### config.mk
export PLATFORM = sky130hd
export DESIGN_NAME = alu_sequencer_flat
export DESIGN_NICKNAME = d
export VERILOG_FILES = /design/src/rtl/alu_sequencer_if.sv /design/src/rtl/alu_sequencer.sv /design/src/flat_wrapper.sv
export SDC_FILE = /design/constraint.sdc
export NUM_CORES = 1
export LEC_CHECK = 0
export BUFFER_PORTS_ARGS = -buffer_cell sky130_fd_sc_hd__clkbuf_2
export CAP_MARGIN = 5
export CELL_PAD_IN_SITES_DETAIL_PLACEMENT = 1
export CELL_PAD_IN_SITES_GLOBAL_PLACEMENT = 2
export CORE_ASPECT_RATIO = 0.6
export CORE_UTILIZATION = 27
export DETAILED_ROUTE_END_ITERATION = 10
export GPL_ROUTABILITY_DRIVEN = 0
export PLACE_DENSITY_LB_ADDON = 0.1
export RECOVER_POWER = 100
export SETUP_SLACK_MARGIN = 0.4
export SLEW_MARGIN = 20
export SYNTH_ARGS = -nofsm -noshare
export SYNTH_HDL_FRONTEND = slang
export SYNTH_SLANG_ARGS = --single-unit
### constraint.sdc
create_clock -name clk -period 2 [get_ports clk]
set_input_delay 0.4 -clock clk [delete_from_list [all_inputs] [get_ports clk]]
set_output_delay 0.4 -clock clk [all_outputs]
set_load 0.005 [all_outputs]
### src/rtl/alu_sequencer_if.sv
// Bundles the two requester command ports, the shared-ALU drive/return
// signals and the tagged result port of alu_sequencer.
interface alu_sequencer_if #(
    parameter int W = 24
);
    logic         req0_valid;
    logic         req0_ready;
    logic [1:0]   req0_op;
    logic [W-1:0] req0_a;
    logic [W-1:0] req0_b;

    logic         req1_valid;
    logic         req1_ready;
    logic [1:0]   req1_op;
    logic [W-1:0] req1_a;
    logic [W-1:0] req1_b;

    logic [W-1:0] alu_R;
    logic [W-1:0] alu_S;
    logic         alu_ctl_f;
    logic         alu_ctl_e;
    logic         alu_inv_rst;
    logic [W-1:0] alu_result;
    logic         alu_cont;

    logic         out_valid;
    logic         out_ready;
    logic [W-1:0] out_data;
    logic         out_id;
    logic         out_err;

    // Sequencer side.
    modport slave (
        input  req0_valid, req0_op, req0_a, req0_b,
        output req0_ready,
        input  req1_valid, req1_op, req1_a, req1_b,
        output req1_ready,
        output alu_R, alu_S, alu_ctl_f, alu_ctl_e, alu_inv_rst,
        input  alu_result, alu_cont,
        output out_valid, out_data, out_id, out_err,
        input  out_ready
    );

    // Requesters, ALU and result consumer side.
    modport master (
        output req0_valid, req0_op, req0_a, req0_b,
        input  req0_ready,
        output req1_valid, req1_op, req1_a, req1_b,
        input  req1_ready,
        input  alu_R, alu_S, alu_ctl_f, alu_ctl_e, alu_inv_rst,
        output alu_result, alu_cont,
        input  out_valid, out_data, out_id, out_err,
        output out_ready
    );
endinterface

### src/rtl/alu_sequencer.sv
// Shares one S9.14 sign-magnitude ALU between two requesters: round-robin
// grant, operand registration, SUB via sign flip of S, sequencing of the
// multi-cycle inverse with timeout, and a tagged valid/ready result.
module alu_sequencer #(
    parameter int W           = 24,
    parameter int INV_TIMEOUT = 32,
    parameter int CNT_W       = 16
) (
    input  logic             clk,
    input  logic             rst,
    alu_sequencer_if.slave   bus,
    output logic             busy,
    output logic [CNT_W-1:0] ops_done
);
    localparam int WC_W = $clog2(INV_TIMEOUT + 1);

    typedef enum logic [2:0] {
        IDLE,
        ISSUE,
        INV_RST,
        INV_WAIT,
        DONE
    } state_t;

    typedef enum logic [1:0] {
        OP_ADD = 2'b00,
        OP_SUB = 2'b01,
        OP_MUL = 2'b10,
        OP_INV = 2'b11
    } op_t;

    state_t           state_q, state_d;
    logic             last_q, last_d;
    op_t              op_q, op_d;
    logic [W-1:0]     a_q, a_d;
    logic [W-1:0]     b_q, b_d;
    logic             id_q, id_d;
    logic [W-1:0]     data_q, data_d;
    logic             err_q, err_d;
    logic             inv_rst_q;
    logic [WC_W-1:0]  wcnt_q, wcnt_d;
    logic [CNT_W-1:0] ops_q, ops_d;

    logic             gnt0, gnt1;
    op_t              sel_op;
    logic [W-1:0]     sel_a, sel_b;

    // Round-robin grant: last_q names the requester served most recently.
    always_comb begin
        gnt1   = bus.req1_valid && (!bus.req0_valid || !last_q);
        gnt0   = bus.req0_valid && !gnt1;
        sel_op = gnt1 ? op_t'(bus.req1_op) : op_t'(bus.req0_op);
        sel_a  = gnt1 ? bus.req1_a : bus.req0_a;
        sel_b  = gnt1 ? bus.req1_b : bus.req0_b;
        bus.req0_ready = (state_q == IDLE) && gnt0;
        bus.req1_ready = (state_q == IDLE) && gnt1;
    end

    // Next-state and datapath update for the command sequencer.
    always_comb begin
        state_d = state_q;
        last_d  = last_q;
        op_d    = op_q;
        a_d     = a_q;
        b_d     = b_q;
        id_d    = id_q;
        data_d  = data_q;
        err_d   = err_q;
        wcnt_d  = wcnt_q;
        ops_d   = ops_q;
        case (state_q)
            IDLE: begin
                if (gnt0 || gnt1) begin
                    id_d   = gnt1;
                    last_d = gnt1;
                    op_d   = sel_op;
                    a_d    = sel_a;
                    // The ALU has no subtract; negate S by flipping its sign bit.
                    b_d    = (sel_op == OP_SUB) ? {~sel_b[W-1], sel_b[W-2:0]} : sel_b;
                    if (sel_op == OP_INV) begin
                        if (sel_a[W-2:0] == '0) begin
                            data_d  = {1'b0, {(W-1){1'b1}}};
                            err_d   = 1'b1;
                            state_d = DONE;
                        end else begin
                            state_d = INV_RST;
                        end
                    end else begin
                        state_d = ISSUE;
                    end
                end
            end
            ISSUE: begin
                data_d  = bus.alu_result;
                err_d   = 1'b0;
                state_d = DONE;
            end
            INV_RST: begin
                wcnt_d  = '0;
                state_d = INV_WAIT;
            end
            INV_WAIT: begin
                wcnt_d = wcnt_q + 1'b1;
                if (bus.alu_cont) begin
                    data_d  = bus.alu_result;
                    err_d   = 1'b0;
                    state_d = DONE;
                end else if (wcnt_d == WC_W'(INV_TIMEOUT)) begin
                    data_d  = '0;
                    err_d   = 1'b1;
                    state_d = DONE;
                end
            end
            DONE: begin
                if (bus.out_ready) begin
                    ops_d   = ops_q + 1'b1;
                    state_d = IDLE;
                end
            end
            default: state_d = IDLE;
        endcase
    end

    // ALU operand and control drive, decoded from the current state.
    always_comb begin
        bus.alu_R     = '0;
        bus.alu_S     = '0;
        bus.alu_ctl_f = 1'b0;
        bus.alu_ctl_e = 1'b0;
        case (state_q)
            ISSUE: begin
                bus.alu_R     = a_q;
                bus.alu_S     = b_q;
                bus.alu_ctl_f = (op_q == OP_MUL);
            end
            INV_RST, INV_WAIT: begin
                bus.alu_R     = a_q;
                bus.alu_S     = b_q;
                bus.alu_ctl_f = 1'b1;
                bus.alu_ctl_e = 1'b1;
            end
            default: ;
        endcase
    end

    // State and datapath registers with synchronous active-low reset.
    always_ff @(posedge clk) begin
        if (!rst) begin
            state_q   <= IDLE;
            last_q    <= 1'b1;
            op_q      <= OP_ADD;
            a_q       <= '0;
            b_q       <= '0;
            id_q      <= 1'b0;
            data_q    <= '0;
            err_q     <= 1'b0;
            wcnt_q    <= '0;
            ops_q     <= '0;
            inv_rst_q <= 1'b1;
        end else begin
            state_q   <= state_d;
            last_q    <= last_d;
            op_q      <= op_d;
            a_q       <= a_d;
            b_q       <= b_d;
            id_q      <= id_d;
            data_q    <= data_d;
            err_q     <= err_d;
            wcnt_q    <= wcnt_d;
            ops_q     <= ops_d;
            inv_rst_q <= (state_d == INV_RST);
        end
    end

    // Result port and status outputs.
    always_comb begin
        bus.out_valid   = (state_q == DONE);
        bus.out_data    = data_q;
        bus.out_id      = id_q;
        bus.out_err     = err_q;
        bus.alu_inv_rst = inv_rst_q;
        busy            = (state_q != IDLE);
        ops_done        = ops_q;
    end
endmodule

### src/flat_wrapper.sv
// flat-port wrapper written by rule: the top's interface ports become plain ports
module alu_sequencer_flat 
#(
    parameter int W           = 24,
    parameter int INV_TIMEOUT = 32,
    parameter int CNT_W       = 16
)
  (clk, rst, busy, ops_done, bus_req0_valid, bus_req0_op, bus_req0_a, bus_req0_b, bus_req0_ready, bus_req1_valid, bus_req1_op, bus_req1_a, bus_req1_b, bus_req1_ready, bus_alu_R, bus_alu_S, bus_alu_ctl_f, bus_alu_ctl_e, bus_alu_inv_rst, bus_alu_result, bus_alu_cont, bus_out_valid, bus_out_data, bus_out_id, bus_out_err, bus_out_ready);
  alu_sequencer_if #(.W(W)) bus_i ();
  input  logic clk;
  input  logic rst;
  output logic busy;
  output logic [CNT_W-1:0] ops_done;
  input wire logic [$bits(bus_i.req0_valid)-1:0] bus_req0_valid;
  input wire logic [$bits(bus_i.req0_op)-1:0] bus_req0_op;
  input wire logic [$bits(bus_i.req0_a)-1:0] bus_req0_a;
  input wire logic [$bits(bus_i.req0_b)-1:0] bus_req0_b;
  output wire logic [$bits(bus_i.req0_ready)-1:0] bus_req0_ready;
  input wire logic [$bits(bus_i.req1_valid)-1:0] bus_req1_valid;
  input wire logic [$bits(bus_i.req1_op)-1:0] bus_req1_op;
  input wire logic [$bits(bus_i.req1_a)-1:0] bus_req1_a;
  input wire logic [$bits(bus_i.req1_b)-1:0] bus_req1_b;
  output wire logic [$bits(bus_i.req1_ready)-1:0] bus_req1_ready;
  output wire logic [$bits(bus_i.alu_R)-1:0] bus_alu_R;
  output wire logic [$bits(bus_i.alu_S)-1:0] bus_alu_S;
  output wire logic [$bits(bus_i.alu_ctl_f)-1:0] bus_alu_ctl_f;
  output wire logic [$bits(bus_i.alu_ctl_e)-1:0] bus_alu_ctl_e;
  output wire logic [$bits(bus_i.alu_inv_rst)-1:0] bus_alu_inv_rst;
  input wire logic [$bits(bus_i.alu_result)-1:0] bus_alu_result;
  input wire logic [$bits(bus_i.alu_cont)-1:0] bus_alu_cont;
  output wire logic [$bits(bus_i.out_valid)-1:0] bus_out_valid;
  output wire logic [$bits(bus_i.out_data)-1:0] bus_out_data;
  output wire logic [$bits(bus_i.out_id)-1:0] bus_out_id;
  output wire logic [$bits(bus_i.out_err)-1:0] bus_out_err;
  input wire logic [$bits(bus_i.out_ready)-1:0] bus_out_ready;
  assign bus_i.req0_valid = bus_req0_valid;
  assign bus_i.req0_op = bus_req0_op;
  assign bus_i.req0_a = bus_req0_a;
  assign bus_i.req0_b = bus_req0_b;
  assign bus_req0_ready = bus_i.req0_ready;
  assign bus_i.req1_valid = bus_req1_valid;
  assign bus_i.req1_op = bus_req1_op;
  assign bus_i.req1_a = bus_req1_a;
  assign bus_i.req1_b = bus_req1_b;
  assign bus_req1_ready = bus_i.req1_ready;
  assign bus_alu_R = bus_i.alu_R;
  assign bus_alu_S = bus_i.alu_S;
  assign bus_alu_ctl_f = bus_i.alu_ctl_f;
  assign bus_alu_ctl_e = bus_i.alu_ctl_e;
  assign bus_alu_inv_rst = bus_i.alu_inv_rst;
  assign bus_i.alu_result = bus_alu_result;
  assign bus_i.alu_cont = bus_alu_cont;
  assign bus_out_valid = bus_i.out_valid;
  assign bus_out_data = bus_i.out_data;
  assign bus_out_id = bus_i.out_id;
  assign bus_out_err = bus_i.out_err;
  assign bus_i.out_ready = bus_out_ready;
  alu_sequencer #(.W(W), .INV_TIMEOUT(INV_TIMEOUT), .CNT_W(CNT_W)) u_core (.clk(clk), .rst(rst), .bus(bus_i), .busy(busy), .ops_done(ops_done));
endmodule
-- Word level (Yosys, flattened, before mapping)
Cells that the tools add are included.
- register bits: 103
- bits of input ports: 130
- output and inout bits: 97
- add/sub/neg operators: 2
- equality and inequality tests: 13
- muxes and demuxes: 28
- bitwise logic cells: 1
- reduce and logical (&&, ||, !) cells: 19
- operators with widths (cell ; number):
    two-way mux 24 bit ; 10
    one-hot mux 24 bit (3 select lines) ; 1
    logical NOT 23 bit ; 1
    two-way mux 3 bit ; 6
    adder 16 x 1 -> 16 bit, second input constant ; 1
    one-hot mux 3 bit (5 select lines) ; 1
    one-hot mux 6 bit (2 select lines) ; 1
    == test 3 x 2 -> 1 bit, second input constant ; 3
    adder 6 x 1 -> 6 bit, second input constant ; 1
    == test 6 bit, second input constant ; 1
    two-way mux 1 bit ; 6
    != test 2 bit, second input constant ; 3
    nonzero test 3 bit ; 2
    AND reduction 5 bit ; 1
    == test 2 bit, second input constant ; 2
    logical AND 1 bit ; 4
    AND reduction 2 bit ; 2
    == test 3 x 1 -> 1 bit, second input constant ; 1
    == test 3 bit, second input constant ; 1
    logical NOT 1 bit ; 3
    logical NOT 3 bit ; 1
    != test 3 x 2 -> 1 bit, second input constant ; 1
    one-hot mux 1 bit (3 select lines) ; 1
    OR reduction 3 bit ; 1
    other kinds (7) ; 8

-- Longest topological paths before layout
Gate-level depths: netlist of the first run.
- word-level depth: 10
- mapped depth: 8

-- Worst setup path before layout of the first run
OpenSTA, ideal clock, no wires.
- path kind: register -> output
- start point: register u_core.state_q[0]
- end point: output port bus_alu_S[10]
- data arrival time: 1.384 ns
- slack: 0.216 ns
- stages on the path, launching flop included: 7
- path buffers: 3
- path through: dfxtp_1 -> clkbuf_1 -> nor2_1 -> nor2_1 -> clkbuf_1 -> clkbuf_1 -> and2_1
- cells in the longest elaborated chain, start to end: 3
- elaborated cells between the ends (all ways): 5
- RTL lines (what ; RTL line ; source):
    start, declared ; alu_sequencer.sv:32 ; state_t state_q, state_d;
    start signal, assigned ; alu_sequencer.sv:161 ; state_q <= state_d;
    == test 3 x 1 -> 1 bit / == test 3 x 2 -> 1 bit (equally long branches) ; alu_sequencer.sv:130 ; case (state_q)
    OR reduction 3 bit (no line) (*) ; - ;
    two-way mux 24 bit (*) ; alu_sequencer.sv:130 ;
    end, declared ; flat_wrapper.sv:25 ; output wire logic [$bits(bus_i.alu_S)-1:0] bus_alu_S;
Every way passes the cells marked *; elsewhere a longest branch is shown, timed or not.

-- Worst setup path in the final report of the first run
- start point: register u_core.last_q
- end point: register u_core.data_q[7] (netlist: u_core.bus.out_data[7])
- cells in the longest elaborated chain, start to end: 8
- elaborated cells between the ends (all ways): 14
- RTL lines (what ; RTL line ; source):
    start, declared ; alu_sequencer.sv:33 ; logic last_q, last_d;
    start signal, assigned ; alu_sequencer.sv:162 ; last_q <= last_d;
    logical NOT 1 bit (*) ; alu_sequencer.sv:50 ; gnt1 = bus.req1_valid && (!bus.req0_valid || !last_q);
    logical OR 1 bit (*) ; alu_sequencer.sv:50 ;
    logical AND 1 bit (*) ; alu_sequencer.sv:50 ;
    parallel branches: the longest is 4 deep, another holds two-way mux 24 bit ; - ;
    AND reduction 5 bit (no line) (*) ; - ;
    end signal, assigned ; alu_sequencer.sv:167 ; data_q <= data_d;
    end, declared ; alu_sequencer.sv:38 ; logic [W-1:0] data_q, data_d;
Mark *: on every way between the ends.
A chain may end at the register's enable or synchronous reset.

==> impl_metrics.toml, run 1 <==
[synthesis]
avgSynthCellArea_um2 = 9.538
yosysTopAreaCell = "dfxtp_1"
yosysSeqAreaShare = 0.4033
synth_ff_type = "dfxtp_1"
yosysWarnings = 0
synth_seq_cells = 103
async_flop_share = 0
syn_inst = 536
ys_top_cells_by_area = "dfxtp_1 40%, mux2i_1 9.8%, o211a_1 9.6%"
synth-edff-count = 0
syn-num-nets = 668
syn_area_um2 = 5112
synth_top_area_frac = 0.4033
synth_cell_types = 51

[place]
post-place-ws_ns = -0.01374
numPortBuffers = 226
dp_hpwl_um = 12280
place_area_um2 = 6543

[pwr]
power_frac_comb = 0.480
finalPower_mw = 8.849
sw_frac_of_total = 0.3552
clock_power_share = 0.201
p_int_mw = 5.705
seqPwrFrac = 0.319
peakVddDrop_v = 0.0005180
power.density_nw_per_um2 = 1071
net-switching-power_mw = 3.144
p_leak_nw = 4.011

[setup_path]
start_kind = "flop"
rrSetupSlack_ns = 0.05
crit_path_end_kind = "flop"
path_class = "flop to flop"
cp_cell_sequence = "a21boi_4 > buf_6 > and4_2 > o211ai_4 > o21ai_4 > buf_12 > buf_12 > buf_4 > o221a_2"
worstRegToRegCells = 9
cp.arrival_ns = 2.20
worst_path_most_repeated_cell = "buf_12"
cp_data_required_time_ns = 2.25
crit_slowest_cell = "dfxtp_1"
slowest_delay_ns = 0.40
path_max_fanout = 6

[sta]
drv_slew = 0
setup_viol = 0
hold_violations = 0
slew_headroom = 0.6327
finalClockSkew_ns = 0.01403
period_minus_slack_ns = 1.947
fmax_ghz = 0.5136
rsz0062_at_grt = "yes"
min_period_over_period = 0.9736
worst_slew_pin_slew_ns = 0.5510
setup_ws_ns = 0.05288

[drt]
route.detailed.drc = 10
totalWireLength_um = 20070
viasPerCell = 4.896
dr.pass1.iters = 7
drtAntennaViolNets = 0
wl_per_cell_um = 19.06
first_iter_violations = 190
vias = 5155

[finish]
stdcell_area_um2 = 8265
n_antenna_cell = 0
drive_gt1_frac = 0.4822
syn_to_final_growth_pct = 61.67
fill_cells = 2089
final_nets = 940

[clock_network]
cts.sinks = 103
path_clk_slew_ns = 0.08
cts_made_buffers = 9
clk_latency_ns = 0.36
cts_tree = "built"
cts_buffer_depth = 2
cts_hold_buf = 0
cts_max_level = 3
cts_root_buf = "clkbuf_16"

[job]
maxCapViolCount = 0

[die]
core-area_um2 = 18310
initial_core_util = 0.2793
fp.dieW_um = 179.6
die-area_um2 = 19510
rows = 38
num_io_pins = 227
fp.dieH_um = 108.6

[global_routing]
grt_pass1_wl_um = 29370
grt_overflow = 0
grt_pass1_vias = 5360
grt_usage = 0.1937
grt_max_degree = 42
antenna_found_initial = 0

[run_status]
status = "finished, violations left"
violations = "design-rule violations"

[hold_path]
whs_path_depth = 2
hp-class = "input port to flop"
[worst max-delay path: cells and delay by family (launching register included)]
| family | cells | cell delay [ns] |
|---|---|---|
| AO/OA/AOI/OAI | 4 | 0.69 |
| buffers and inverters | 4 | 0.55 |
| AND/OR/NAND/NOR | 1 | 0.21 |
| flip-flops | 1 | 0.40 |
[cells by family (layout without fill, tap and decap cells)]
kind of cell             count (synthesis)  after routing  synth area share
buffers and inverters                   47            322           0.05115
XOR/XNOR                                17             17           0.02913
AO/OA/AOI/OAI                          106            108            0.1919
AND/OR/NAND/NOR                        209            209            0.2168
flip-flops                             103            103            0.4033
adder cells (fa/ha/maj)                  2              2          0.004894
multiplexers                            52             52            0.1028
[metal layers]
metal  up-vias  wire (um)  global-route usage
li1       2472          -                   -
met1      2517       9586              0.2538
met2       154       9074              0.3147
met3        12       1248             0.05793
met4         0        161             0.04187
met5         -          0                   0
[synthesized netlist by cell type, drive strengths merged, types with 2 or more instances]
cell type  instances
a21boi             4
o211a             49
nor4               8
nor2              14
buf               25
nand4              7
o211ai             3
o21ai              7
clkbuf            17
inv                4
ha                 2
o221a             23
nor2b              6
nand3              8
and3               3
mux2i             51
xor2               3
and4               6
and2              65
a21o               2
xnor2             14
o21a               3
nand2b             3
dfxtp            103
or3                3
or2                2
a21oi              9
nor3               6
nand2             75
[through the flow]
step | hold WS [ns] | std cells | TNS (ns) | util
global placement | 0.4469 | 981 | 0 | 0.3574
global route | 0.3157 | 1053 | 0 | 0.4515
floorplan | 0.4305 | 536 | 0 | -
CTS | 0.3123 | 1031 | 0 | 0.4260
finish | 0.3266 | 1053 | 0 | 0.4515
detailed placement | 0.4618 | 981 | -0.02590 | 0.3574
[worst paths after layout]
check | to | from
worst min register to register | u_core.b_q[23]$_SDFFE_PN0P_ | u_core.b_q[23]$_SDFFE_PN0P_
worst max-delay path | u_core.bus.out_data[7]$_SDFFE_PN0P_ | u_core.last_q$_SDFFE_PN1P_
worst max register to register | u_core.bus.out_data[7]$_SDFFE_PN0P_ | u_core.last_q$_SDFFE_PN1P_
worst min-delay path | u_core.bus.out_data[22]$_SDFFE_PN0P_ | bus_alu_result[22]
[what timing repair did]
item	in CTS	in global routing
pin swaps	42	40
cloned	10	8
buffers inserted	24	14
setup endpoints to repair	143	142
resized for setup	110	170
[registers in the layout (all words and copies together) (netlist names)]
| name | count |
|---|---|
| u_core.state_q | 3 |
| u_core.ops_done | 16 |
| u_core.bus.out_data | 24 |
| u_core.b_q | 24 |
| u_core.bus.out_id | 1 |
| u_core.bus.alu_inv_rst | 1 |
| u_core.a_q | 24 |
| u_core.last_q | 1 |
| u_core.wcnt_q | 6 |
| u_core.op_q | 2 |
| u_core.bus.out_err | 1 |
[layout make-up]
type / count / area [um2] / area share
Timing Repair Buffer: 301 / 2188 / 0.2648
Multi-Input combinational cell: 388 / 3391 / 0.4102
Tap cell: 240 / 300.3 / 0.03633
Clock buffer: 11 / 242.7 / 0.02937
Sequential cell: 103 / 2074 / 0.2510
Clock inverter: 5 / 48.80 / 0.005904
Inverter: 5 / 20.02 / 0.002422
[cell usage in the layout (no fill, tap or decap), drive strengths merged, types with 9 or more instances in the layout]
master	n
dfxtp	103
xnor2	14
o211a	49
a21oi	9
clkbuf	227
mux2i	51
nand2	75
and2	65
o221a	23
buf	85
nor2	14
[power groups by stage]
stage / combinational, mW / clock (mW) / sequential [mW]
after floorplan: 1.54 / 0 / 2.76
after global placement: 2.45 / 0 / 2.80
after detailed placement: 2.52 / 0 / 2.82
after CTS: 3.81 / 1.83 / 2.82
after global routing: 4.56 / 1.91 / 2.88
final: 4.25 / 1.78 / 2.82
Power figures use the tool's default switching activity.
==> inputs of run 2 (changes only) <==
--- a/config.mk
+++ b/config.mk
@@ -13,7 +13,7 @@
 export CORE_UTILIZATION = 27
 export DETAILED_ROUTE_END_ITERATION = 10
 export GPL_ROUTABILITY_DRIVEN = 0
-export PLACE_DENSITY_LB_ADDON = 0.1
+export PLACE_DENSITY = 0.86
 export RECOVER_POWER = 100
 export SETUP_SLACK_MARGIN = 0.4
 export SLEW_MARGIN = 20
==> impl_metrics.toml, run 2 (synthesis gave the netlist of run 1 again) <==
[die]
num_io_pins = 227
core-area_um2 = 18310
fp.dieW_um = 179.6
fp.dieH_um = 108.6
initial_core_util = 0.2793
die-area_um2 = 19510
rows = 38

[hold_path]
hp-class = "input port to flop"

[setup_path]
cp_data_required_time_ns = 2.25
cp.arrival_ns = 2.24
start_kind = "flop"
crit_path_end_kind = "flop"
rrSetupSlack_ns = 0.005
path_class = "flop to flop"
path_max_fanout = 6

[global_routing]
grt_max_degree = 43
antenna_found_initial = 0
grt_usage = 0.1936
grt_pass1_wl_um = 29220
grt_pass1_vias = 5325
grt_overflow = 0

[sta]
worst_slew_pin_slew_ns = 0.4594
drv_slew = 0
slew_headroom = 0.6938
min_period_over_period = 0.9973
hold_violations = 0
fmax_ghz = 0.5014
period_minus_slack_ns = 1.995
finalClockSkew_ns = 0.01112
rsz0062_at_grt = "yes"
setup_viol = 0

[finish]
fill_cells = 2080
finalNonFillerCells = 1053
syn_to_final_growth_pct = 63.00
multi_input_area_um2 = 3277
final_cell_mix = "164 x clkbuf_2, 97 x dfxtp_1, 71 x nand2_1, 49 x o211a_1, 48 x buf_6"
stdcell_area_um2 = 8333
n_antenna_cell = 0
final_common_cell = "clkbuf_2"
final-seq-area_um2 = 2079
final_nets = 940
drive_gt1_frac = 0.4760

[drt]
viasPerCell = 4.953
vias = 5216
totalWireLength_um = 20910
first_iter_violations = 240
route.detailed.drc = 11
drtAntennaViolNets = 0
wl_per_cell_um = 19.86
dr.pass1.iters = 8

[clock_network]
cts_max_level = 3
cts_buffer_depth = 2
cts_made_buffers = 9
cts_hold_buf = 0
cts.sinks = 103
cts_tree = "built"
clk_latency_ns = 0.36
cts_root_buf = "clkbuf_16"
path_clk_slew_ns = 0.08

[pwr]
peakVddDrop_v = 0.0004724
power.density_nw_per_um2 = 1107
p_leak_nw = 4.051
finalPower_mw = 9.226

[place]
dp_hpwl_um = 11840
numPortBuffers = 226
placed_cells = 984
place_area_um2 = 6540

[job]
maxCapViolCount = 0

[run_status]
status = "finished, violations left"
violations = "design-rule violations"
-- run 2: cell count changes in the layout (fill, tap and decap cells not counted), moves of 7 or more --
| cell | before | now |
|---|---|---|
| and2_0 | 22 | 0 |
| nand2_1 | 52 | 71 |
| nand2_4 | 18 | 1 |
| and2_1 | 20 | 34 |
| mux2i_1 | 34 | 45 |
| clkbuf_1 | 43 | 34 |
| o221a_2 | 9 | 0 |
| o221a_4 | 14 | 23 |
| and2_4 | 23 | 31 |
| buf_6 | 40 | 48 |
| buf_12 | 14 | 7 |
-- run 2: power by group --
group          switching [mW]  total (mW)  leakage [nW]  internal (mW)
clock                   0.904        1.82         0.145          0.917
sequential              0.304        2.84         0.851           2.54
combinational            2.06        4.56          3.05           2.50
total                    3.27        9.23          4.05           5.96
-- run 2: routing by layer --
metal,global-route usage,routed length (um),vias to the layer above,share of wire
met2,0.3200,9333,194,0.45
met4,0.05357,309,0,0.015
met3,0.05894,1432,27,0.068
li1,-,-,2467,-
met5,0,0,-,0
met1,0.2452,9832,2528,0.47
-- run 2: timing repair --
item                       CTS  global route
buffers inserted            27             9
pin swaps                   57            23
setup endpoints to repair  137           146
gates cloned                10             7
gates resized for setup    120            83
-- run 2: critical path, cell delays in order, from the launching register on --
cell	delay [ns]
dfxtp_4	0.37
a21boi_4	0.16
buf_6	0.13
and4b_2	0.25
o211ai_4	0.27
o21ai_4	0.10
buf_12	0.15
buf_6	0.11
buf_12	0.13
o221a_4	0.20
-- run 2: worst paths after layout --
path	start	end	cells after the start
max reg2reg	u_core.last_q$_SDFFE_PN1P_	u_core.bus.out_data[22]$_SDFFE_PN0P_	9
max	u_core.last_q$_SDFFE_PN1P_	u_core.bus.out_data[22]$_SDFFE_PN0P_	9
min reg2reg	u_core.b_q[23]$_SDFFE_PN0P_	u_core.b_q[23]$_SDFFE_PN0P_	2
min	bus_alu_result[4]	u_core.bus.out_data[4]$_SDFFE_PN0P_	2
-- run 2: cell type report --
cell class / instances / share of cell area
Inverter: 5 / 0.003453
Clock buffer: 10 / 0.02868
Clock inverter: 6 / 0.007057
Multi-Input combinational cell: 386 / 0.3932
Sequential cell: 103 / 0.2495
Tap cell: 240 / 0.03604
Timing Repair Buffer: 303 / 0.2820
-- run 2: stage by stage --
| stage | TNS, ns | hold slack, ns | worst slack [ns] | util |
|---|---|---|---|---|
| global placement | -0.7642 | 0.4494 | -0.03507 | 0.3573 |
| finish | 0 | 0.3284 | 0.005444 | 0.4552 |
| CTS | 0 | 0.3054 | 0.05704 | 0.4263 |
| floorplan | 0 | 0.4305 | 0.3052 | - |
| global route | -0.3556 | 0.3108 | -0.03973 | 0.4552 |
| detailed placement | -0.9387 | 0.4463 | -0.05375 | 0.3573 |
==> inputs of run 3 (changes only) <==
--- a/config.mk
+++ b/config.mk
@@ -10,10 +10,10 @@
 export CELL_PAD_IN_SITES_DETAIL_PLACEMENT = 1
 export CELL_PAD_IN_SITES_GLOBAL_PLACEMENT = 2
 export CORE_ASPECT_RATIO = 0.6
-export CORE_UTILIZATION = 27
+export CORE_UTILIZATION = 24
 export DETAILED_ROUTE_END_ITERATION = 10
 export GPL_ROUTABILITY_DRIVEN = 0
-export PLACE_DENSITY = 0.86
+export PLACE_DENSITY = 0.81
 export RECOVER_POWER = 100
 export SETUP_SLACK_MARGIN = 0.4
 export SLEW_MARGIN = 20
==> constraint.sdc (replaced) <==
create_clock -name clk -period 1.7 [get_ports clk]
set_input_delay 0.34 -clock clk [delete_from_list [all_inputs] [get_ports clk]]
set_output_delay 0.34 -clock clk [all_outputs]
set_load 0.005 [all_outputs]
==> impl_metrics.toml, run 3 (synthesis gave the netlist of run 1 again) <==
[global_routing]
grt_overflow = 0
antenna_found_initial = 0
grt_pass1_wl_um = 28770
grt_pass1_vias = 5201
grt_max_degree = 38
grt_usage = 0.1703

[finish]
final_cell_mix = "173 x clkbuf_2, 90 x dfxtp_1, 65 x buf_6, 50 x mux2i_1"
finalNonFillerCells = 1126
stdcell_area_um2 = 9184
multi_input_area_um2 = 3654
fill_cells = 2264
drive_gt1_frac = 0.6026
n_antenna_cell = 0
final_common_cell = "clkbuf_2"
final_nets = 980
final-seq-area_um2 = 2086
syn_to_final_growth_pct = 79.64
utilization = 0.4498

[sta]
setup_viol = 133
slew_headroom = 0.7249
finalSetupTns_ns = -12.86
fmax_ghz = 0.5342
min_period_over_period = 1.101
period_minus_slack_ns = 1.872
drv_slew = 0
rsz0062_at_grt = "yes"
setup_ws_ns = -0.1721
worst_slew_pin_slew_ns = 0.4127
finalClockSkew_ns = 0.01314
hold_violations = 0

[setup_path]
rrSetupSlack_ns = -0.17
path_class = "flop to flop"
start_kind = "flop"
worstRegToRegCells = 9
cp_data_required_time_ns = 2.00
path_max_fanout = 6
crit_path_end_kind = "flop"
cp.arrival_ns = 2.17
regToRegStartpoint = "u_core.state_q[1]$_SDFF_PN0_"
timing.rr.end = "u_core.bus.out_data[17]$_SDFFE_PN0P_"

[place]
dp_hpwl_um = 12580
placed_cells = 1050
numPortBuffers = 226
post-place-ws_ns = -0.3072
place_area_um2 = 6972

[hold_path]
hp-class = "input port to flop"
hold_end = "u_core.bus.out_data[10]$_SDFFE_PN0P_"
whs_path_depth = 2
hp-start = "bus_alu_result[10]"

[drt]
vias = 5236
first_iter_violations = 120
route.detailed.drc = 0
drtAntennaViolNets = 0
totalWireLength_um = 20750
viasPerCell = 4.650
wl_per_cell_um = 18.43
dr.pass1.iters = 4

[pwr]
power.density_nw_per_um2 = 1284
p_leak_nw = 4.578
peakVddDrop_v = 0.0005634

[job]
maxCapViolCount = 0

[die]
rows = 40
num_io_pins = 227
core-area_um2 = 20420
fp.dieW_um = 190.4
die-area_um2 = 21910
initial_core_util = 0.2504
fp.dieH_um = 115.1

[clock_network]
cts_made_buffers = 9
clk_latency_ns = 0.36
cts_max_level = 3
path_clk_slew_ns = 0.09
cts_root_buf = "clkbuf_16"
cts.sinks = 103
cts_tree = "built"
cts_buffer_depth = 2
cts_hold_buf = 0

[run_status]
status = "finished, violations left"
violations = "negative setup slack"
## run 3: timing repair
item | CTS | global route
resized for setup | 106 | 200
setup buffers | 21 | 23
endpoints found under the setup margin | 154 | 160
pin swaps | 23 | 61
cloned | 11 | 5
## run 3: layout make-up
type                       count  area share
timing repair buffer         343      0.3020
clock inverter                 7    0.007902
inverter                       5    0.003406
tap                          273     0.03719
multi-input combinational    386      0.3978
sequential                   103      0.2271
clock buffer                   9     0.02452
## run 3: per-stage QoR
stage / hold slack, ns / power (mW)
3_5_place_dp: 0.4423 / 6.581
4_1_cts: 0.2355 / 10.48
3_3_place_gp: 0.4407 / 6.509
6_report: 0.2668 / 11.79
5_1_grt: 0.2422 / 12.45
2_1_floorplan: 0.4305 / 5.305
## run 3: metal layers
metal	GRT usage	routed length, um	vias up	part of all wire
li1	-	-	2548	-
met1	0.2249	9694	2531	0.47
met2	0.2788	9696	140	0.47
met3	0.04548	1144	17	0.055
met4	0.03520	212	0	0.010
met5	0	0	-	0
## run 3: where the power goes
part | leakage, nW | internal [mW] | total [mW] | switching [mW]
clock network | 0.143 | 1.04 | 2.12 | 1.08
registers | 0.854 | 2.99 | 3.36 | 0.372
logic | 3.58 | 3.54 | 6.31 | 2.77
## run 3: worst max-delay path: stages, from the launching register on
cell and delay, ns:
dfxtp_4 0.37, buf_6 0.12, nor3_4 0.22, buf_4 0.15, o21a_4 0.16, o211ai_4 0.11, o21ai_4 0.20, buf_6 0.18
buf_16 0.14, o221a_4 0.17
## run 3: how the worst max path moves through the flow
stage / from / endpoint / cells after the start
6_report: u_core.state_q[1]$_SDFF_PN0_ / u_core.bus.out_data[17]$_SDFFE_PN0P_ / 9
5_1_grt: u_core.state_q[1]$_SDFF_PN0_ / u_core.bus.out_data[17]$_SDFFE_PN0P_ / 9
4_1_cts: u_core.state_q[2]$_SDFF_PN0_ / bus_alu_R[12] / 5
3_5_place_dp: bus_req1_a[15] / u_core.bus.out_data[15]$_SDFFE_PN0P_ / 7
3_3_place_gp: bus_req1_a[15] / u_core.bus.out_data[4]$_SDFFE_PN0P_ / 7
2_1_floorplan: bus_req1_valid / u_core.bus.out_data[10]$_SDFFE_PN0P_ / 7
